$ cat src/rtl/spi_flash_target_if.sv
// SPI pin bundle plus the synchronous byte-memory port of the flash emulator.
// Latency: none, wiring only.
// Backpressure: none; SPI is master-paced and the memory port is fixed BRAM timing.
interface spi_flash_target_if #(
    parameter int ADDR_W = 24
);
    logic              spi_csel;
    logic              spi_clk;
    logic              spi_mosi;
    logic              spi_miso;
    logic              miso_oe;
    logic              busy;
    logic              rd_req;
    logic [ADDR_W-1:0] rd_addr;
    logic [7:0]        rd_data;
    logic              wr_en;
    logic [ADDR_W-1:0] wr_addr;
    logic [7:0]        wr_data;

    // Flash target side: consumes SPI pins and read data, drives MISO and memory requests.
    modport slave (
        input  spi_csel, spi_clk, spi_mosi, busy, rd_data,
        output spi_miso, miso_oe, rd_req, rd_addr, wr_en, wr_addr, wr_data
    );

    // SPI master plus memory side.
    modport master (
        output spi_csel, spi_clk, spi_mosi, busy, rd_data,
        input  spi_miso, miso_oe, rd_req, rd_addr, wr_en, wr_addr, wr_data
    );
endinterface

$ cat src/rtl/spi_flash_target.sv
// SPI mode-0 serial NOR flash emulator (RDID/RDSR/WREN/READ/PP) over a synchronous byte memory.
// Latency: SPI edges seen 3 clk after the pin; rd_req/wr_en 1 clk after the completing rise.
// Backpressure: none; memory must return rd_data 1 clk after rd_req and accept every wr_en.
module spi_flash_target #(
    parameter logic [23:0] JEDEC_ID = 24'hEF4016,
    parameter int          ADDR_W   = 24
) (
    input  logic              clk_48mhz,
    input  logic              reset_n,
    spi_flash_target_if.slave bus
);
    localparam logic [2:0] ST_IDLE    = 3'd0;
    localparam logic [2:0] ST_CMD     = 3'd1;
    localparam logic [2:0] ST_ADDR    = 3'd2;
    localparam logic [2:0] ST_RESP_ID = 3'd3;
    localparam logic [2:0] ST_RESP_SR = 3'd4;
    localparam logic [2:0] ST_DATA_RD = 3'd5;
    localparam logic [2:0] ST_DATA_WR = 3'd6;
    localparam logic [2:0] ST_IGNORE  = 3'd7;

    logic [1:0]        csel_q;
    logic [2:0]        sclk_q;
    logic [1:0]        mosi_q;
    logic [2:0]        state;
    logic [2:0]        bit_cnt;
    logic [1:0]        byte_cnt;
    logic [7:0]        shift_in;
    logic [7:0]        shift_out;
    logic [7:0]        rd_buf;
    logic [15:0]       addr_acc;
    logic              armed;
    logic              wel;
    logic              pp_seen;
    logic              is_wr;
    logic              rd_pend;
    logic              first_load;
    logic              spi_miso;
    logic              miso_oe;
    logic              rd_req;
    logic [ADDR_W-1:0] rd_addr;
    logic              wr_en;
    logic [ADDR_W-1:0] wr_addr;
    logic [7:0]        wr_data;

    logic              csel_s;
    logic              sclk_rise;
    logic              sclk_fall;
    logic [7:0]        rx_byte;
    logic              byte_done;
    logic [23:0]       addr_full;

    assign csel_s    = csel_q[1];
    assign sclk_rise = sclk_q[1] & ~sclk_q[2];
    assign sclk_fall = ~sclk_q[1] & sclk_q[2];
    assign rx_byte   = {shift_in[6:0], mosi_q[1]};
    assign byte_done = sclk_rise && (bit_cnt == 3'd7);
    assign addr_full = {addr_acc, rx_byte};

    assign bus.spi_miso = spi_miso;
    assign bus.miso_oe  = miso_oe;
    assign bus.rd_req   = rd_req;
    assign bus.rd_addr  = rd_addr;
    assign bus.wr_en    = wr_en;
    assign bus.wr_addr  = wr_addr;
    assign bus.wr_data  = wr_data;

    // Two-flop synchronisers; csel resets low so a transfer cut by reset is not mistaken for idle.
    always_ff @(posedge clk_48mhz or negedge reset_n) begin
        if (!reset_n) begin
            csel_q <= 2'b00;
            sclk_q <= 3'b000;
            mosi_q <= 2'b00;
        end else begin
            csel_q <= {csel_q[0], bus.spi_csel};
            sclk_q <= {sclk_q[1:0], bus.spi_clk};
            mosi_q <= {mosi_q[0], bus.spi_mosi};
        end
    end

    // Command FSM, bit/byte shifting, response output and memory port sequencing.
    always_ff @(posedge clk_48mhz or negedge reset_n) begin
        if (!reset_n) begin
            state      <= ST_IDLE;
            bit_cnt    <= 3'd0;
            byte_cnt   <= 2'd0;
            shift_in   <= 8'h00;
            shift_out  <= 8'hFF;
            rd_buf     <= 8'h00;
            addr_acc   <= 16'h0000;
            armed      <= 1'b0;
            wel        <= 1'b0;
            pp_seen    <= 1'b0;
            is_wr      <= 1'b0;
            rd_pend    <= 1'b0;
            first_load <= 1'b0;
            spi_miso   <= 1'b1;
            miso_oe    <= 1'b0;
            rd_req     <= 1'b0;
            rd_addr    <= '0;
            wr_en      <= 1'b0;
            wr_addr    <= '0;
            wr_data    <= 8'h00;
        end else begin
            rd_req  <= 1'b0;
            wr_en   <= 1'b0;
            rd_pend <= rd_req;
            // Page-wrapping advance happens right after the write pulse has been seen.
            if (wr_en) begin
                wr_addr[7:0] <= wr_addr[7:0] + 8'd1;
            end
            if (csel_s) begin
                // Deselect beats any byte completing in the same cycle.
                armed    <= 1'b1;
                state    <= ST_IDLE;
                bit_cnt  <= 3'd0;
                miso_oe  <= 1'b0;
                spi_miso <= 1'b1;
                if (pp_seen) begin
                    wel     <= 1'b0;
                    pp_seen <= 1'b0;
                end
            end else begin
                if (rd_pend) begin
                    rd_buf <= bus.rd_data;
                    if (first_load) begin
                        shift_out  <= bus.rd_data;
                        first_load <= 1'b0;
                    end
                end
                if (sclk_rise && state != ST_IDLE) begin
                    bit_cnt  <= bit_cnt + 3'd1;
                    shift_in <= rx_byte;
                end
                if (sclk_fall && miso_oe) begin
                    spi_miso  <= shift_out[7];
                    shift_out <= {shift_out[6:0], 1'b1};
                end
                case (state)
                    ST_IDLE: begin
                        if (armed) begin
                            state   <= ST_CMD;
                            bit_cnt <= 3'd0;
                        end
                    end
                    ST_CMD: begin
                        if (byte_done) begin
                            byte_cnt <= 2'd0;
                            case (rx_byte)
                                8'h9F: begin
                                    state     <= ST_RESP_ID;
                                    shift_out <= JEDEC_ID[23:16];
                                    byte_cnt  <= 2'd1;
                                    miso_oe   <= 1'b1;
                                end
                                8'h05: begin
                                    state     <= ST_RESP_SR;
                                    shift_out <= {6'b0, wel, bus.busy};
                                    miso_oe   <= 1'b1;
                                end
                                8'h06: begin
                                    wel   <= 1'b1;
                                    state <= ST_IGNORE;
                                end
                                8'h03: begin
                                    is_wr <= 1'b0;
                                    state <= ST_ADDR;
                                end
                                8'h02: begin
                                    pp_seen <= 1'b1;
                                    is_wr   <= 1'b1;
                                    state   <= wel ? ST_ADDR : ST_IGNORE;
                                end
                                default: state <= ST_IGNORE;
                            endcase
                        end
                    end
                    ST_ADDR: begin
                        if (byte_done) begin
                            addr_acc <= {addr_acc[7:0], rx_byte};
                            byte_cnt <= byte_cnt + 2'd1;
                            if (byte_cnt == 2'd2) begin
                                if (is_wr) begin
                                    wr_addr <= addr_full[ADDR_W-1:0];
                                    state   <= ST_DATA_WR;
                                end else begin
                                    rd_addr    <= addr_full[ADDR_W-1:0];
                                    rd_req     <= 1'b1;
                                    first_load <= 1'b1;
                                    miso_oe    <= 1'b1;
                                    state      <= ST_DATA_RD;
                                end
                            end
                        end
                    end
                    ST_RESP_ID: begin
                        if (byte_done) begin
                            case (byte_cnt)
                                2'd1:    shift_out <= JEDEC_ID[15:8];
                                2'd2:    shift_out <= JEDEC_ID[7:0];
                                default: shift_out <= 8'hFF;
                            endcase
                            if (byte_cnt != 2'd3) begin
                                byte_cnt <= byte_cnt + 2'd1;
                            end
                        end
                    end
                    ST_RESP_SR: begin
                        if (byte_done) begin
                            shift_out <= {6'b0, wel, bus.busy};
                        end
                    end
                    ST_DATA_RD: begin
                        // Prefetch the next byte once the current one has started shifting.
                        if (sclk_rise && bit_cnt == 3'd0) begin
                            rd_addr <= rd_addr + ADDR_W'(1);
                            rd_req  <= 1'b1;
                        end
                        if (byte_done) begin
                            shift_out <= rd_buf;
                        end
                    end
                    ST_DATA_WR: begin
                        if (byte_done) begin
                            wr_en   <= 1'b1;
                            wr_data <= rx_byte;
                        end
                    end
                    default: ;
                endcase
            end
        end
    end
endmodule

$ cat src/flat_wrapper.sv
// flat-port wrapper written by rule: the top's interface ports become plain ports
module spi_flash_target_flat 
#(
    parameter logic [23:0] JEDEC_ID = 24'hEF4016,
    parameter int          ADDR_W   = 24
)
  (clk_48mhz, reset_n, bus_spi_csel, bus_spi_clk, bus_spi_mosi, bus_busy, bus_rd_data, bus_spi_miso, bus_miso_oe, bus_rd_req, bus_rd_addr, bus_wr_en, bus_wr_addr, bus_wr_data);
  spi_flash_target_if #(.ADDR_W(ADDR_W)) bus_i ();
  input  logic clk_48mhz;
  input  logic reset_n;
  input wire logic [$bits(bus_i.spi_csel)-1:0] bus_spi_csel;
  input wire logic [$bits(bus_i.spi_clk)-1:0] bus_spi_clk;
  input wire logic [$bits(bus_i.spi_mosi)-1:0] bus_spi_mosi;
  input wire logic [$bits(bus_i.busy)-1:0] bus_busy;
  input wire logic [$bits(bus_i.rd_data)-1:0] bus_rd_data;
  output wire logic [$bits(bus_i.spi_miso)-1:0] bus_spi_miso;
  output wire logic [$bits(bus_i.miso_oe)-1:0] bus_miso_oe;
  output wire logic [$bits(bus_i.rd_req)-1:0] bus_rd_req;
  output wire logic [$bits(bus_i.rd_addr)-1:0] bus_rd_addr;
  output wire logic [$bits(bus_i.wr_en)-1:0] bus_wr_en;
  output wire logic [$bits(bus_i.wr_addr)-1:0] bus_wr_addr;
  output wire logic [$bits(bus_i.wr_data)-1:0] bus_wr_data;
  assign bus_i.spi_csel = bus_spi_csel;
  assign bus_i.spi_clk = bus_spi_clk;
  assign bus_i.spi_mosi = bus_spi_mosi;
  assign bus_i.busy = bus_busy;
  assign bus_i.rd_data = bus_rd_data;
  assign bus_spi_miso = bus_i.spi_miso;
  assign bus_miso_oe = bus_i.miso_oe;
  assign bus_rd_req = bus_i.rd_req;
  assign bus_rd_addr = bus_i.rd_addr;
  assign bus_wr_en = bus_i.wr_en;
  assign bus_wr_addr = bus_i.wr_addr;
  assign bus_wr_data = bus_i.wr_data;
  spi_flash_target #(.JEDEC_ID(JEDEC_ID), .ADDR_W(ADDR_W)) u_core (.clk_48mhz(clk_48mhz), .reset_n(reset_n), .bus(bus_i));
endmodule
$ cat config.mk
export PLATFORM = sky130hd
export DESIGN_NAME = spi_flash_target_flat
export DESIGN_NICKNAME = d
export VERILOG_FILES = /design/src/rtl/spi_flash_target_if.sv /design/src/rtl/spi_flash_target.sv /design/src/flat_wrapper.sv
export SDC_FILE = /design/constraint.sdc
export NUM_CORES = 1
export LEC_CHECK = 0
export CORE_MARGIN = 5
export CORE_UTILIZATION = 50
export CTS_CLUSTER_SIZE = 28
export DETAILED_ROUTE_END_ITERATION = 7
export PLACE_DENSITY = 0.73
export SLEW_MARGIN = 20
export SYNTH_ARGS = -nofsm -noshare
export SYNTH_HDL_FRONTEND = slang
export SYNTH_SLANG_ARGS = --single-unit
$ cat constraint.sdc
create_clock -name clk_48mhz -period 2.26 [get_ports clk_48mhz]
set_input_delay 0.226 -clock clk_48mhz [delete_from_list [all_inputs] [get_ports clk_48mhz]]
set_output_delay 0.226 -clock clk_48mhz [all_outputs]
set_load 0.02 [all_outputs]
; Word level (Yosys, flattened, before mapping)
; Index checks and enable logic that the tools add are counted.
[totals]
register_bits = 120
inputBits = 14
word_cells = 165
output_inout_bits = 60
[classes]
eq_ne = 29
n_reduce_logical = 30
addsub = 4
bitwise_logic = 5
n_mux = 73
[op_table]
columns = op, count
row1 = $mux 8, 13
row2 = $mux 24, 4
row3 = $pmux 24 s2, 1
row4 = $pmux 8 s2, 2
row5 = $pmux 8 s4, 1
row6 = $mux 1, 31
row7 = $mux 3, 10
row8 = $add 24x1->24 const B, 1
row9 = $reduce_and 6->1, 3
row10 = $eq 8x2->1 const B, 2
row11 = $eq 8x3->1 const B, 2
row12 = $reduce_bool 2->1, 7
row13 = $eq 3x3->1 const B, 4
row14 = $ne 2x1->1 const B, 6
row15 = $ne 3x1->1 const B, 4
row16 = $pmux 3 s4, 1
row17 = $mux 2, 5
row18 = $reduce_and 5->1, 2
row19 = $pmux 3 s3, 1
row20 = $reduce_and 3->1, 3
row21 = $reduce_bool 3->1, 3
row22 = $add 8x1->8 const B, 1
row23 = $eq 8x8->1 const B, 1
row24 = $reduce_and 4->1, 2
row25 = other kinds (17), 31

; Depth between registers and ports, before layout
; Gate-level depths: netlist (run 1).
[depth]
word_depth = 7
ltp_mapped = 9
ltp_nobuf = 8

; Least setup slack after synthesis (run 1)
; OpenSTA, ideal clock, no wires.
[synth_path]
path_kind = reg2reg
start = reg u_core.rd_addr[0], in the netlist u_core.bus.rd_addr[0]
end = reg u_core.rd_addr[20], in the netlist u_core.bus.rd_addr[20]
stages_incl_launch_ff = 8
t_arrival_ns = 2.071
setup_ns = 0.126
period_less_slack_ns = 2.197
setup_slack_ns = 0.063
cell_sequence = dfrtp_1 -> ha_1 -> nand3_2 -> or4_1 -> clkbuf_2 -> or3_4 -> o32ai_2 -> a21oi_1
[synth_via]
elab_chain_len = 3
[synth_lines]
columns = element, line
row1 = from (decl), spi_flash_target.sv:40  ; logic [ADDR_W-1:0] rd_addr;
row2 = from (signal assigned), spi_flash_target.sv:186  ; rd_addr <= addr_full[ADDR_W-1:0];
row3 = from (signal assigned), spi_flash_target.sv:215  ; rd_addr <= rd_addr + ADDR_W'(1);
row4 = $add 24x1->24, spi_flash_target.sv:215
row5 = $mux 24, spi_flash_target.sv:214  ; if (sclk_rise && bit_cnt == 3'd0) begin
row6 = $pmux 24 s2, spi_flash_target.sv:138  ; case (state)
; No other way between the ends. The select of a mux whose other input is x is not followed.
; A chain may end at the register's enable or synchronous reset.

; Final worst setup path (run 1)
[layout_path]
start = reg u_core.bit_cnt[0]
end = reg u_core.wr_addr[19], in the netlist u_core.bus.wr_addr[19]
[layout_via]
elab_chain_len = 3
[layout_lines]
columns = element, line
row1 = from (decl), spi_flash_target.sv:25  ; logic [2:0] bit_cnt;
row2 = from (signal assigned), spi_flash_target.sv:131  ; bit_cnt <= bit_cnt + 3'd1;
row3 = $eq 3x3->1, spi_flash_target.sv:56  ; assign byte_done = sclk_rise && (bit_cnt == 3'd7);
row4 = $logic_and 1x1->1, spi_flash_target.sv:56
row5 = $reduce_and 5->1 (no line), n/a
row6 = to (signal assigned), spi_flash_target.sv:183  ; wr_addr <= addr_full[ADDR_W-1:0];
row7 = to (decl), spi_flash_target.sv:42  ; logic [ADDR_W-1:0] wr_addr;
; No other way between the ends.

==> flow_metrics.env, run 1 <==
export IMPL_drtIter0Drc=418
export IMPL_synth_seq_cells=120
export IMPL_ios=74
export IMPL_synth_edff_count=0
export IMPL_fin_hold_ws_ns=0.244
export IMPL_area_growth_pct=26.5
export IMPL_layout_min_cycle_time_ns=2.15
export IMPL_slew_headroom_pct=59.6
export IMPL_min_delay_path_class="input pin to register"
export IMPL_postRouteAntennaNets=0
export IMPL_worstPathRequired_ns=2.56
export IMPL_htreeDepth=4
export IMPL_grt_pass1_vias=4914
export IMPL_syn_area_per_cell_um2=10.5
export IMPL_drt_pass1_iterations=5
export IMPL_drc_errors=0
export IMPL_end_kind="register"
export IMPL_dieHeight_um=119
export IMPL_path_class="register to register"
export IMPL_yosys_area_top_type="dfrtp_1"
export IMPL_grt_pass1_wl_mm=24.8
export IMPL_yosysTopAreaCellShare_pct=46.5
export IMPL_routedWlPerCell_um=18.2
export IMPL_seq_area_frac_synth_pct=50.5
export IMPL_diodes=0
export IMPL_post_route_util_pct=63.7
export IMPL_yosysWarnings=0
export IMPL_synth_top_family_by_area="simple AND/OR/NAND/NOR gates"
export IMPL_fin_crit_sh_pct=95.1
export IMPL_critPathBufInv=1
export IMPL_ir_worst_vdd_mv=0.635
export IMPL_rsz0062_at_grt="no"
export IMPL_synthTopCellsByArea="dfrtp_1 (46%), mux2_2 (11%), dfstp_2 (4.0%)"
export IMPL_start_kind="register"
export IMPL_crit_chain="ha_1 -> ha_2 -> nand4bb_4 -> or3_4 -> nor2_4 -> buf_12 -> mux2_2"
export IMPL_synth_compound_area_share_pct=15.6
export IMPL_fill_cells=954
export IMPL_grt_usage_pct=21.8
export IMPL_cts_sinks=120
export IMPL_synthFlopType="dfrtp_1"
export IMPL_max_stage_delay_ns=0.42
export IMPL_synth_mux_area_fraction_pct=11.4
export IMPL_grt_ovfl_total=0
export IMPL_cts_root_buffer="clkbuf_16"
export IMPL_fmax_mhz=465
export IMPL_std_cell_rows=40
export IMPL_gp_congestion=0.850
export IMPL_synth_simple_gate_area_share_pct=16.0
export IMPL_placed_cell_area_um2=6960
export IMPL_die_w_um=119
export IMPL_synth_fp_nets=592
export IMPL_clk_path_buf_depth=2
export IMPL_worstMarginPinSlew_ns=0.602
export IMPL_synthesis_area_um2=5970
export IMPL_cpMaxStageDelayCell="or3_4"
export IMPL_hold_viol_final=0
export IMPL_ys_types=68
export IMPL_synthCells=570
export IMPL_synth_xor_area_share_pct=1.17
export IMPL_core_area_um2=11900
export IMPL_cap_violations=0
export IMPL_hpwl_mm=10.3
export IMPL_drive_gt1_share_pct=20.9
export IMPL_slew_violations=0
export IMPL_skew_ns=0.00684
export IMPL_setup_violations=0
export IMPL_clk_latency_ns=0.42
export IMPL_final_setup_tns_ns=0
export IMPL_design_area_um2=7560
export IMPL_portBuffers=73
export IMPL_dieArea_um2=14200
export IMPL_multi_input_area_um2=2750
export IMPL_p_leak_nw=3.26
export IMPL_synthAdderAreaFrac_pct=1.68
export IMPL_cp_top_family="simple AND/OR/NAND/NOR gates"
export IMPL_seq_area_um2=3010
export IMPL_cts_tree="built"
export IMPL_wirelength_mm=14.8
export IMPL_critPathMaxFanout=32
export IMPL_postCtsSetupBuffers=0
export IMPL_worstPathArrival_ns=2.45
export IMPL_cts_inserted_buffers=17
export IMPL_grt_max_degree=62
export IMPL_num_vias=4867
export IMPL_start_util_pct=50.4
export IMPL_viasPerCell=5.99
export IMPL_antenna_found_initial=0
export IMPL_status="finished clean"
export IMPL_synth_async_sr_flop_share_pct=100
export IMPL_pwr_density_cell_nw_per_um2=906
export IMPL_finalNetCount=675
export IMPL_path_clk_slew_ns=0.05
[worst reg2reg max path, stage by stage (launching register included)]
cell and delay [ns]:
dfrtp_1 0.38, ha_1 0.17, ha_2 0.22, nand4bb_4 0.15
or3_4 0.42, nor2_4 0.13, buf_12 0.20, mux2_2 0.37
[cell type report]
type                            count  area share, %
Sequential cell                   120           39.9
Multi-Input combinational cell    403           36.4
Timing Repair Buffer               99           13.1
Clock buffer                       20           6.04
Tap cell                          147           2.43
Clock inverter                     12           1.57
Inverter                           12          0.596
[layer usage]
layer / GRT usage, % / part of all wire, % / up-vias
met5: 0 / 0 / -
met4: 7.66 / 1.7 / 0
met3: 6.22 / 6.4 / 25
met2: 32.0 / 46 / 159
met1: 31.0 / 46 / 2430
li1: - / - / 2253
[cells in the final DEF (no fill, tap or decap), types with 9 or more instances in the layout]
| cell | count |
|---|---|
| nand3_1 | 29 |
| clkdlybuf4s50_1 | 72 |
| nor2_1 | 30 |
| buf_4 | 21 |
| a21oi_1 | 36 |
| dfrtp_1 | 111 |
| mux2_2 | 56 |
| clkbuf_16 | 17 |
| dfstp_2 | 9 |
| o21ai_0 | 37 |
| nand2_1 | 55 |
| inv_1 | 11 |
[power breakdown]
part	internal [mW]	total, mW	switching, mW
registers	2.40	2.75	0.352
logic	0.699	1.52	0.825
clock network	1.58	2.57	0.994
total	4.68	6.85	2.17
[metrics by stage]
stage / power (mW) / cells / setup WS, ns
floorplan: 3.63 / 570 / 0.0629
global placement: 4.25 / 780 / 0.146
detailed placement: 4.29 / 780 / 0.0496
CTS: 6.88 / 813 / 0.0368
global route: 7.20 / 813 / 0.0110
finish: 6.85 / 813 / 0.112
[registers in the layout, summed over array words and instances (netlist names)]
signal               cells
u_core.bus.rd_addr      24
u_core.bus.wr_addr      24
u_core.addr_acc         16
u_core.bus.wr_data       8
u_core.rd_buf            8
u_core.shift_out         8
u_core.shift_in          7
u_core.bit_cnt           3
u_core.sclk_q            3
u_core.state             3
u_core.byte_cnt          2
u_core.csel_q            2
u_core.mosi_q            2
u_core.armed             1
u_core.bus.miso_oe       1
u_core.bus.rd_req        1
u_core.bus.spi_miso      1
u_core.bus.wr_en         1
u_core.first_load        1
u_core.is_wr             1
u_core.pp_seen           1
u_core.rd_pend           1
u_core.wel               1
[cell families after synthesis]
logic type,Yosys count
AOI/OAI and AO/OA,144
adders and majority gates,8
buffers and inverters,47
DFF,120
and+or+nand+nor,182
muxes,61
xor gates and xnor gates,8
[repair_timing]
action,CTS,global route
hold buffers,1,0
setup endpoints to repair,0,20
resized for setup,0,4
hold endpoints to repair,27,0
[cell usage after synthesis (5+ instances only)]
library cell and count:
a311oi_1 5, nand2_1 55, o211ai_1 5, buf_2 8
o31ai_1 7, a21oi_1 36, and2_1 6, nand3_1 29
dfrtp_1 111, dfstp_2 9, a211o_1 8, clkbuf_1 17
mux2_2 56, a22oi_1 6, nand4_1 8, nand2b_1 8
mux2i_1 5, o21ai_0 38, nor2_1 30, o22ai_1 7
inv_1 11, nor3_1 7, ha_1 8, and3_1 8
[worst paths after layout]
path | start | endpoint | slack, ns | depth (start not counted)
worst max-delay path | u_core.bit_cnt[0] | u_core.bus.wr_addr[19] | 0.11 | 7
worst max register to register | u_core.bit_cnt[0] | u_core.bus.wr_addr[19] | 0.11 | 7
worst min-delay path | bus_spi_csel | u_core.csel_q[0] | 0.24 | 1
max in group asynchronous | reset_n | u_core.state[2] | 1.24 | 3
worst min register to register | u_core.sclk_q[0] | u_core.sclk_q[1] | 0.35 | 0
min in group asynchronous | reset_n | u_core.bus.wr_addr[21] | 0.27 | 2
Note: power is estimated with default switching activity, not from simulation.
==> inputs of run 2 (changes only) <==
--- a/config.mk
+++ b/config.mk
@@ -5,11 +5,14 @@
 export SDC_FILE = /design/constraint.sdc
 export NUM_CORES = 1
 export LEC_CHECK = 0
+export ABC_AREA = 1
 export CORE_MARGIN = 5
-export CORE_UTILIZATION = 50
+export CORE_UTILIZATION = 51
 export CTS_CLUSTER_SIZE = 28
 export DETAILED_ROUTE_END_ITERATION = 7
-export PLACE_DENSITY = 0.73
+export GPL_ROUTABILITY_DRIVEN = 1
+export MAX_ROUTING_LAYER = met4
+export PLACE_DENSITY = 0.74
 export SLEW_MARGIN = 20
 export SYNTH_ARGS = -nofsm -noshare
 export SYNTH_HDL_FRONTEND = slang
==> run 2 against run 1 <==
  * Sequential cell count did not move
  * Setup slack better by 0.20 ns
  * Final area rose by 3.7%
  * Critical endpoint is now u_core.bus.rd_addr[2]
  * Sequential share of layout area decreased by 1.4 points
  * Register-to-register slack better by 0.20 ns
  * Count of clock-buffer cells in the layout increased by 1
  * Area after synthesis rose by 5.4%
  * Largest power group unchanged
==> flow_metrics.env, run 2 <==
export IMPL_grt_pass1_wl_mm=26.6
export IMPL_cts_sinks=120
export IMPL_yosysTopAreaCellShare_pct=44.1
export IMPL_worstPathArrival_ns=2.28
export IMPL_worstReg2RegEnd="u_core.bus.rd_addr[2]"
export IMPL_path_class="register to register"
export IMPL_drc_errors=0
export IMPL_synth_edff_count=0
export IMPL_synthCells=830
export IMPL_worstMarginPinSlew_ns=0.661
export IMPL_yosysWarnings=0
export IMPL_clk_latency_ns=0.42
export IMPL_clk_path_buf_depth=2
export IMPL_synthFlopType="dfrtp_1"
export IMPL_ios=74
export IMPL_routedWlPerCell_um=14.3
export IMPL_final_cell_mix="nand2_1 (272), dfrtp_1 (111), o21ai_0 (97), inv_1 (94), clkdlybuf4s50_1 (72)"
export IMPL_slew_headroom_pct=55.8
export IMPL_grt_pass1_vias=5475
export IMPL_viasPerCell=5.10
export IMPL_std_cell_rows=40
export IMPL_synth_async_sr_flop_share_pct=100
export IMPL_seq_area_frac_synth_pct=47.9
export IMPL_synth_fp_nets=852
export IMPL_rsz0062_at_grt="no"
export IMPL_synth_seq_cells=120
export IMPL_drt_pass1_iterations=5
export IMPL_min_path_cells=1
export IMPL_r2r_start="u_core.bit_cnt[0]"
export IMPL_setup_violations=0
export IMPL_layout_cells_most_common="nand2_1"
export IMPL_fill_cells=1032
export IMPL_fin_crit_sh_pct=86.2
export IMPL_synth_most_common_cell="nand2_1"
export IMPL_r2r_slack_ns=0.31
export IMPL_postRouteAntennaNets=0
export IMPL_die_w_um=121
export IMPL_fmax_mhz=513
export IMPL_pwr_density_cell_nw_per_um2=1080
export IMPL_finalNetCount=935
export IMPL_total_power_mw=8.47
export IMPL_ys_top_cells_by_count="nand2_1 (272), dfrtp_1 (111), o21ai_0 (97)"
export IMPL_p_leak_nw=3.65
export IMPL_dieHeight_um=121
export IMPL_slew_violations=0
export IMPL_dieArea_um2=14700
export IMPL_worstPathRequired_ns=2.59
export IMPL_start_kind="register"
export IMPL_wirelength_mm=15.6
export IMPL_cts_root_buffer="clkbuf_16"
export IMPL_status="finished clean"
export IMPL_hold_start="bus_spi_csel"
export IMPL_dpl_worst_slack_ns=0.191
export IMPL_gp_congestion=0.939
export IMPL_layout_min_cycle_time_ns=1.95
export IMPL_antenna_found_initial=0
export IMPL_syn_area_per_cell_um2=7.59
export IMPL_hold_viol_final=0
export IMPL_drtIter0Drc=539
export IMPL_ctsResizeCount=0
export IMPL_post_route_util_pct=65.0
export IMPL_grt_max_degree=49
export IMPL_end_kind="register"
export IMPL_ir_worst_vdd_mv=0.551
export IMPL_cts_tree="built"
export IMPL_grt_usage_pct=23.7
export IMPL_grt_ovfl_total=0
export IMPL_area_growth_pct=24.5
export IMPL_layout_setup_ws_ns=0.312
export IMPL_final_setup_tns_ns=0
export IMPL_num_vias=5560
export IMPL_yosys_area_top_type="dfrtp_1"
export IMPL_start_util_pct=52.2
export IMPL_synthTopCellsByArea="dfrtp_1 (44%), nand2_1 (16%), o21ai_0 (7.7%)"
export IMPL_path_clk_slew_ns=0.05
export IMPL_cts_inserted_buffers=17
export IMPL_fin_hold_ws_ns=0.250
export IMPL_ys_types=42
export IMPL_core_area_um2=12100
export IMPL_diodes=0
export IMPL_min_to="u_core.csel_q[0]"
export IMPL_portBuffers=73
export IMPL_reg_top3="u_core.bus.rd_addr (24), u_core.bus.wr_addr (24), u_core.addr_acc (16)"
export IMPL_rr_worst_depth=11
export IMPL_htreeDepth=4
export IMPL_drive_gt1_share_pct=8.34
export IMPL_critPathMaxFanout=16
export IMPL_skew_ns=0.00706
export IMPL_hpwl_mm=11.2
export IMPL_cap_violations=0
export IMPL_synthesis_area_um2=6300
export IMPL_min_delay_path_class="input pin to register"
[run 2: metal layers]
metal  global-route usage, %  wire length [µm]  vias to the layer above
li1                        -                 -                     2817
met2                    38.3              7720                      147
met1                    29.8              6820                     2564
met4                    7.79               260                        0
met5                       -                 0                        -
met3                    5.13               773                       32
[run 2: through the flow]
step | instances | instance area [µm²]
2_1_floorplan | 830 | 6300
3_3_place_gp | 1060 | 7230
3_5_place_dp | 1060 | 7230
4_1_cts | 1090 | 7830
5_1_grt | 1091 | 7840
6_report | 1091 | 7840
[run 2: logic make-up after synthesis]
| family | count (synthesis) | share of synthesized area, % |
|---|---|---|
| flip-flops | 120 | 47.9 |
| adder cells (fa/ha/maj) | 8 | 1.59 |
| buffers and inverters | 125 | 8.27 |
| AND/OR/NAND/NOR | 423 | 28.4 |
| XOR/XNOR | 9 | 1.25 |
| AO/OA/AOI/OAI | 145 | 12.6 |
[run 2: repair_timing]
| action | CTS | global route |
|---|---|---|
| hold buffers | 1 | 0 |
| hold endpoints to repair | 35 | 0 |
| endpoints found under the setup margin | 0 | 2 |
| buffers inserted | 0 | 1 |
[run 2: layout make-up]
class                   instances  area (µm²)  share of cell area [%]
clock buffers                  21         470                    6.00
flip-flops and latches        120        3010                    38.4
repair buffers                 91         891                    11.4
inverters                      98         370                    4.72
multi-input cells             585        2760                    35.2
clock inverters                 8         123                    1.56
well taps                     168         210                    2.68
[run 2: how the worst max path moves through the flow]
stage | cells past startpoint | slack, ns | from | end
after floorplan | 12 | 0.55 | u_core.bit_cnt[0] | u_core.bus.rd_addr[2]
after global placement | 11 | 0.35 | u_core.bit_cnt[0] | u_core.bus.rd_addr[2]
after detailed placement | 11 | 0.19 | u_core.bit_cnt[0] | u_core.bus.rd_addr[2]
after CTS | 11 | 0.19 | u_core.bit_cnt[0] | u_core.bus.rd_addr[2]
after global routing | 7 | 0.07 | u_core.bit_cnt[0] | u_core.bus.wr_data[4]
final | 11 | 0.31 | u_core.bit_cnt[0] | u_core.bus.rd_addr[2]
[run 2: worst max-delay path, stage by stage (launching register included)]
cell and delay (ns):
dfrtp_1 0.38, ha_1 0.16, ha_1 0.14, nand3_1 0.10, inv_1 0.09, nand2_1 0.10
nor2_1 0.15, nor2_1 0.09, nor2_4 0.17, buf_4 0.24, o21ai_0 0.11, a21oi_1 0.15
[run 2: where the power goes]
group          switching, mW  total, mW  leakage [nW]  internal (mW)
clock network          0.927       2.72         0.283           1.79
registers              0.473       3.10          1.58           2.63
logic                   1.64       2.64          1.79           1.01
total                   3.04       8.47          3.65           5.43
